$ cat src/rtl/seq_mult.sv
// Iterative unsigned shift-add multiplier: WIDTH-bit operands, 2*WIDTH-bit product.
// Fixed WIDTH-cycle iteration with a one-cycle done strobe; accepts back-to-back starts from DONE.
module seq_mult #(
    parameter int WIDTH = 5
) (
    input  logic                 clk,
    input  logic                 rst_n,
    input  logic                 start,
    input  logic [WIDTH-1:0]     in1,
    input  logic [WIDTH-1:0]     in2,
    output logic                 busy,
    output logic                 done,
    output logic [2*WIDTH-1:0]   product
);

    // state | meaning
    // IDLE  | waiting for start
    // CALC  | iterating, one multiplier bit per cycle
    // DONE  | product valid for one cycle; start here begins a new operation
    typedef enum logic [1:0] {
        S_IDLE = 2'd0,
        S_CALC = 2'd1,
        S_DONE = 2'd2
    } state_t;

    localparam int               CW   = $clog2(WIDTH) + 1;
    localparam logic [CW-1:0]    LAST = CW'(WIDTH - 1);

    state_t               r_state;
    state_t               w_next;
    logic [2*WIDTH-1:0]   r_mcand;
    logic [2*WIDTH-1:0]   r_acc;
    logic [2*WIDTH-1:0]   r_product;
    logic [2*WIDTH-1:0]   w_sum;
    logic [WIDTH-1:0]     r_mplier;
    logic [CW-1:0]        r_cnt;
    logic                 w_accept;
    logic                 w_last;

    assign w_accept = start && (r_state == S_IDLE || r_state == S_DONE);
    assign w_last   = (r_state == S_CALC) && (r_cnt == LAST);
    assign w_sum    = r_acc + (r_mplier[0] ? r_mcand : '0);

    always_ff @(posedge clk or negedge rst_n) begin
        if (!rst_n) begin
            r_state <= S_IDLE;
        end else begin
            r_state <= w_next;
        end
    end

    always_comb begin
        w_next = r_state;
        case (r_state)
            S_IDLE:  w_next = start ? S_CALC : S_IDLE;
            S_CALC:  w_next = w_last ? S_DONE : S_CALC;
            S_DONE:  w_next = start ? S_CALC : S_IDLE;
            default: w_next = S_IDLE;
        endcase
    end

    always_ff @(posedge clk or negedge rst_n) begin
        if (!rst_n) begin
            r_mcand   <= '0;
            r_mplier  <= '0;
            r_acc     <= '0;
            r_cnt     <= '0;
            r_product <= '0;
        end else if (w_accept) begin
            r_mcand  <= {{WIDTH{1'b0}}, in1};
            r_mplier <= in2;
            r_acc    <= '0;
            r_cnt    <= '0;
        end else if (r_state == S_CALC) begin
            r_acc    <= w_sum;
            r_mcand  <= r_mcand << 1;
            r_mplier <= r_mplier >> 1;
            r_cnt    <= r_cnt + 1'b1;
            if (w_last) begin
                r_product <= w_sum;
            end
        end
    end

    // Outputs decode only from state/registers, so no input-to-output paths exist.
    assign busy    = (r_state == S_CALC);
    assign done    = (r_state == S_DONE);
    assign product = r_product;

endmodule

$ cat config.mk
export PLATFORM = sky130hd
export DESIGN_NAME = seq_mult
export DESIGN_NICKNAME = d
export VERILOG_FILES = /design/src/rtl/seq_mult.sv
export SDC_FILE = /design/constraint.sdc
export NUM_CORES = 1
export LEC_CHECK = 0
export BUFFER_PORTS_ARGS = -buffer_cell sky130_fd_sc_hd__clkbuf_2
export CORE_ASPECT_RATIO = 1.75
export CORE_UTILIZATION = 51
export CTS_CLUSTER_DIAMETER = 150
export DETAILED_ROUTE_END_ITERATION = 16
export PLACE_DENSITY_LB_ADDON = 0.12
export SLEW_MARGIN = 20
export SYNTH_ARGS = -nofsm -noshare
export SYNTH_HDL_FRONTEND = slang
export SYNTH_SLANG_ARGS = --single-unit
$ cat constraint.sdc
create_clock -name clk -period 2.2 [get_ports clk]
set_input_delay 0.11 -clock clk [delete_from_list [all_inputs] [get_ports clk]]
set_output_delay 0.11 -clock clk [all_outputs]
set_load 0.01 [all_outputs]
== Word-level counts from Yosys, hierarchy flattened ==
Index checks and enable logic that the tools add are counted.
Storage, ports and cells
  flip-flop bits (word level): 41
  output and inout port bits: 12
  bits of input ports: 13
Operators by class
  muxes and demuxes: 12
  bitwise operators: 1
  equal/unequal tests: 3
  reductions and logical operators: 7
  $add $sub $neg: 2
Operators with widths (count)
  $mux W10: 5
  $add A10 B10 Y10: 1
  $mux W5: 2
  $mux W4: 2
  $add A4 B1 Y4 const B: 1
  $eq A4 B3 Y1 const B: 1
  $pmux W2 S2: 1
  $reduce_and A3 Y1: 1
  $eq A2 B1 Y1 const B: 1
  $eq A2 B2 Y1 const B: 1
  $logic_and A1 B1 Y1: 2
  $logic_not A2 Y1: 1
  $mux W2: 1
  $reduce_bool A2 Y1: 1
  $reduce_or A2 Y1: 1
  $logic_or A1 B1 Y1: 1
  $mux W1: 1
  $not A1 Y1: 1

== Longest topological paths before layout ==
  word-level depth: 5
  depth in mapped cells: 10

== Worst setup path after synthesis ==
No wires, ideal clock.
  path type: register to register
  start point: register r_mplier[0]
  end point: register r_product[8] (netlist: product[8])
  arrival: 2200 ps
  path buffers: 1
  library setup time: 125 ps
  setup slack: -125 ps
  stages on the path, launching flop included: 11
  cell sequence: dfrtp_1 -> clkbuf_1 -> and2_1 -> ha_1 -> inv_1 -> fa_1 -> nand2b_1 -> a21oi_1 -> a41oi_2 -> xnor2_1 -> mux2_4
Between the ends
  word-level cells in the longest chain between the ends: 2
Ends and longest elaborated chain
  from (decl): RTL line 35  | logic [WIDTH-1:0] r_mplier;
  from (signal assigned): RTL line 71  | r_mplier <= in2;
  from (signal assigned): RTL line 77  | r_mplier <= r_mplier >> 1;
  $mux W10: RTL line 42  | assign w_sum = r_acc + (r_mplier[0] ? r_mcand : '0);
  $add A10 B10 Y10: RTL line 42
  to (signal assigned): RTL line 80  | r_product <= w_sum;
  to (decl): RTL line 33  | logic [2*WIDTH-1:0] r_product;
No other way between the ends.
A chain may end at the register's enable or synchronous reset.

== Worst setup path in the final report ==
Same ends and word-level chain as after synthesis.

==> reports/results.tsv <==
stage	metric	value	unit
sta	Slew @ Worst Pin	0.904	ns
synth	synth unique cells	34	
placed_design	routability cong.	0.924	
global_route	M2 GR Usage	0.403	
finish	ANT cells	0	
global_route	M3 GR Usage	0.0344	
sta	Final Critical Period	2.15	ns
synth	Syn Nets	209	
route	wire per inst	15.9	µm
synth	synthesized area	0.00199	mm²
critical_path	WP data required	2.38	ns
sta	Hold WS	-0.0649	ns
route	Routed WL	4310	µm
global_route	met1 GRT Util	0.275	
global_route	GRT overflow	0	
placed_design	placed cells	262	
finish	most frequent cells in the layout	dfrtp_1 (40), nand2_1 (36), clkbuf_2 (23), a22o_1 (16), buf_4 (15)	
floorplan	Die Area	0.00417	mm²
critical_path	Worst Path Arrival	2.33	ns
finish	area of the multi-input gates	992	µm²
critical_path	r2r setup slk	0.05	ns
sta	Final Hold Fails	41	
sta	fin crit share	0.977	
sta	unrepaired setup endpoints after global routing	yes	
global_route	first-pass GRT wire length	7470	µm
floorplan	core area	0.00366	mm²
finish	share of post-route cells with drive strength above 1	0.311	
power_and_ir_drop	leakage power	1.27	nW
sta	fin. max-slew vios	0	
synth	Syn Area/Cell	10.8	µm²
clock_tree	CTS tree	done	
route	DR DRC count	0	
placed_design	Final HPWL DP	3040	µm
floorplan	effective utilization at floorplan	0.544	
critical_path	RR Endpoint	product[8]$_DFFE_PN0P_	
clock_tree	deepest clock path buffer count	2	
clock_tree	clock sinks	41	
sta	final setup violation count	0	
route	Iteration-0 DRC Markers	34	
placed_design	I/O Buffers	24	
route	drt first pass iters	4	
critical_path	peak fanout along the critical path	7	
clock_tree	latest clock arrival within the worst-skew pair	0.29	ns
job	max-cap violations	0	
clock_tree	CTS buffer count	5	
sta	highest clock rate	0.465	GHz
clock_tree	clock root cell	clkbuf_8	
hold_path	Hold WC Path Type	in -> async	
power_and_ir_drop	power density over the cells	1440	mW/mm²
power_and_ir_drop	Overall Power	3.54	mW
route	remaining antenna violation count	0	
clock_tree	clock slew at reported path FFs	0.09	ns
route	via count	1531	
finish	commonest non-fill, non-tap cell in the layout	dfrtp_1	
critical_path	CP Launch Type	flop	
floorplan	row cnt	29	
global_route	gr busiest metal	met2	
finish	Layout area overhead	23.3	%
sta	slew margin rel.	0.398	
critical_path	cells on worst reg2reg path	8	
finish	Fillers	295	
floorplan	Die Y	84.7	µm
global_route	initial antenna violation count	0	
synth	Yosys warnings	0	
finish	Finished Layout Cells	271	
synth	Cells after Synth	184	
route	via-per-instance ratio	5.65	
global_route	vias in the first global route	1645	
finish	net count reported at finish	249	
critical_path	Crit Path Class	reg -> reg	
clock_tree	H-Tree Depth	2	
global_route	gr usage total	0.235	
critical_path	Worst Setup End Kind	flop	
synth	sequential-to-total area share from yosys stat	0.515	
outcome	status	finished, violations left	
critical_path	FF-to-FF Start	r_mplier[0]$_DFFE_PN0P_	
power_and_ir_drop	Max rail drop VDD	0.000952	V
finish	Register Area	0.00103	mm²
outcome	failing checks	negative hold slack	
global_route	largest net degree at the start of global routing	42	
floorplan	Die X	49.2	µm
synth	Seq cells post-synth	41	
sta	clk_skew	0.00998	ns
floorplan	io pins	25	
## stage by stage
stage	util	cell area, µm²	TNS, ns	hold slack [ns]	worst slack, ns
4_1_cts	0.657	2410	0	0.00672	0.00711
3_5_place_dp	0.615	2250	-0.0374	0.329	-0.0219
3_3_place_gp	0.615	2250	0	0.306	0.0372
5_1_grt	0.670	2460	-0.0360	0.0132	-0.0201
2_1_floorplan	-	2000	0	-0.186	0.00778
6_report	0.670	2460	0	-0.0649	0.0503
## critical path: stages, from the launching register on
cell,delay [ns]
dfrtp_2,0.44
buf_4,0.14
and2_1,0.16
ha_4,0.22
and2_2,0.20
a221o_1,0.31
a41oi_2,0.22
xnor2_2,0.09
mux2_4,0.26
## routing by layer
| metal | vias up | wire length [µm] |
|---|---|---|
| met4 | 0 | 160 |
| met1 | 756 | 1730 |
| met5 | - | 0 |
| met3 | 15 | 109 |
| met2 | 37 | 2310 |
| li1 | 723 | - |
## Yosys cell counts (all sizes together)
cell,number,share of area
and3b,1,0.0044
nor2,5,0.0094
buf,3,0.0069
inv,7,0.013
nand2b,2,0.0063
a221o,1,0.0050
o21bai,1,0.0038
a31o,1,0.0044
xnor2,6,0.026
ha,11,0.069
and2,9,0.029
fa,1,0.010
clkbuf,3,0.0057
a41oi,2,0.013
a31oi,2,0.0063
a21oi,3,0.0075
nor2b,2,0.0063
nand4,1,0.0031
mux2,4,0.024
a211oi,1,0.0038
o211ai,1,0.0038
xor2,5,0.022
dfrtp,41,0.52
o21ai,6,0.015
a22o,16,0.070
nand2,37,0.071
a21o,4,0.015
a22oi,8,0.030
## final cells by class
cell class	count	share of cell area
sequential	41	0.418
multi-input combinational	130	0.404
timing repair buffer	39	0.0948
clock buffer	6	0.0336
tap	46	0.0234
clock inverter	2	0.0153
inverter	7	0.0107
## worst max path at each step
stage | start | end | slack, ns | cells after the start
6_report | r_mplier[0]$_DFFE_PN0P_ | product[8]$_DFFE_PN0P_ | 0.05 | 8
5_1_grt | r_mplier[0]$_DFFE_PN0P_ | product[8]$_DFFE_PN0P_ | -0.02 | 9
4_1_cts | r_mplier[0]$_DFFE_PN0P_ | product[8]$_DFFE_PN0P_ | 0.007 | 9
3_5_place_dp | r_mplier[0]$_DFFE_PN0P_ | product[9]$_DFFE_PN0P_ | -0.02 | 8
3_3_place_gp | r_mplier[0]$_DFFE_PN0P_ | r_acc[9]$_DFFE_PN0P_ | 0.04 | 7
2_1_floorplan | r_mplier[0]$_DFFE_PN0P_ | product[8]$_DFFE_PN0P_ | 0.008 | 10
## cell families (layout without fill, tap and decap cells)
family | Yosys count | count (layout) | synth area share
simple gates | 57 | 57 | 0.129
compound gates | 46 | 46 | 0.178
flops | 41 | 41 | 0.515
buf+inv | 13 | 54 | 0.0258
fa+ha+maj | 12 | 12 | 0.0791
xor+xnor | 11 | 11 | 0.0484
mux | 4 | 4 | 0.0245
## where the power goes
group / switching, mW / leakage (nW) / internal, mW
combinational: 0.874 / 0.685 / 0.746
sequential: 0.217 / 0.528 / 1.07
clock: 0.268 / 0.0574 / 0.369
total: 1.36 / 1.27 / 2.18
## timing repair
item,in CTS,in global routing
resized for setup,4,10
pin swaps,4,4
hold buffers,0,0
hold endpoints to repair,0,0
setup buffers,1,0
endpoints found under the setup margin,3,9
## sequential cells by signal, indices dropped and copies added (netlist names)
name / flops
r_state: 2
r_cnt: 4
r_mcand: 10
r_mplier: 5
product: 10
r_acc: 10
Note: power is estimated with default switching activity, not from simulation.
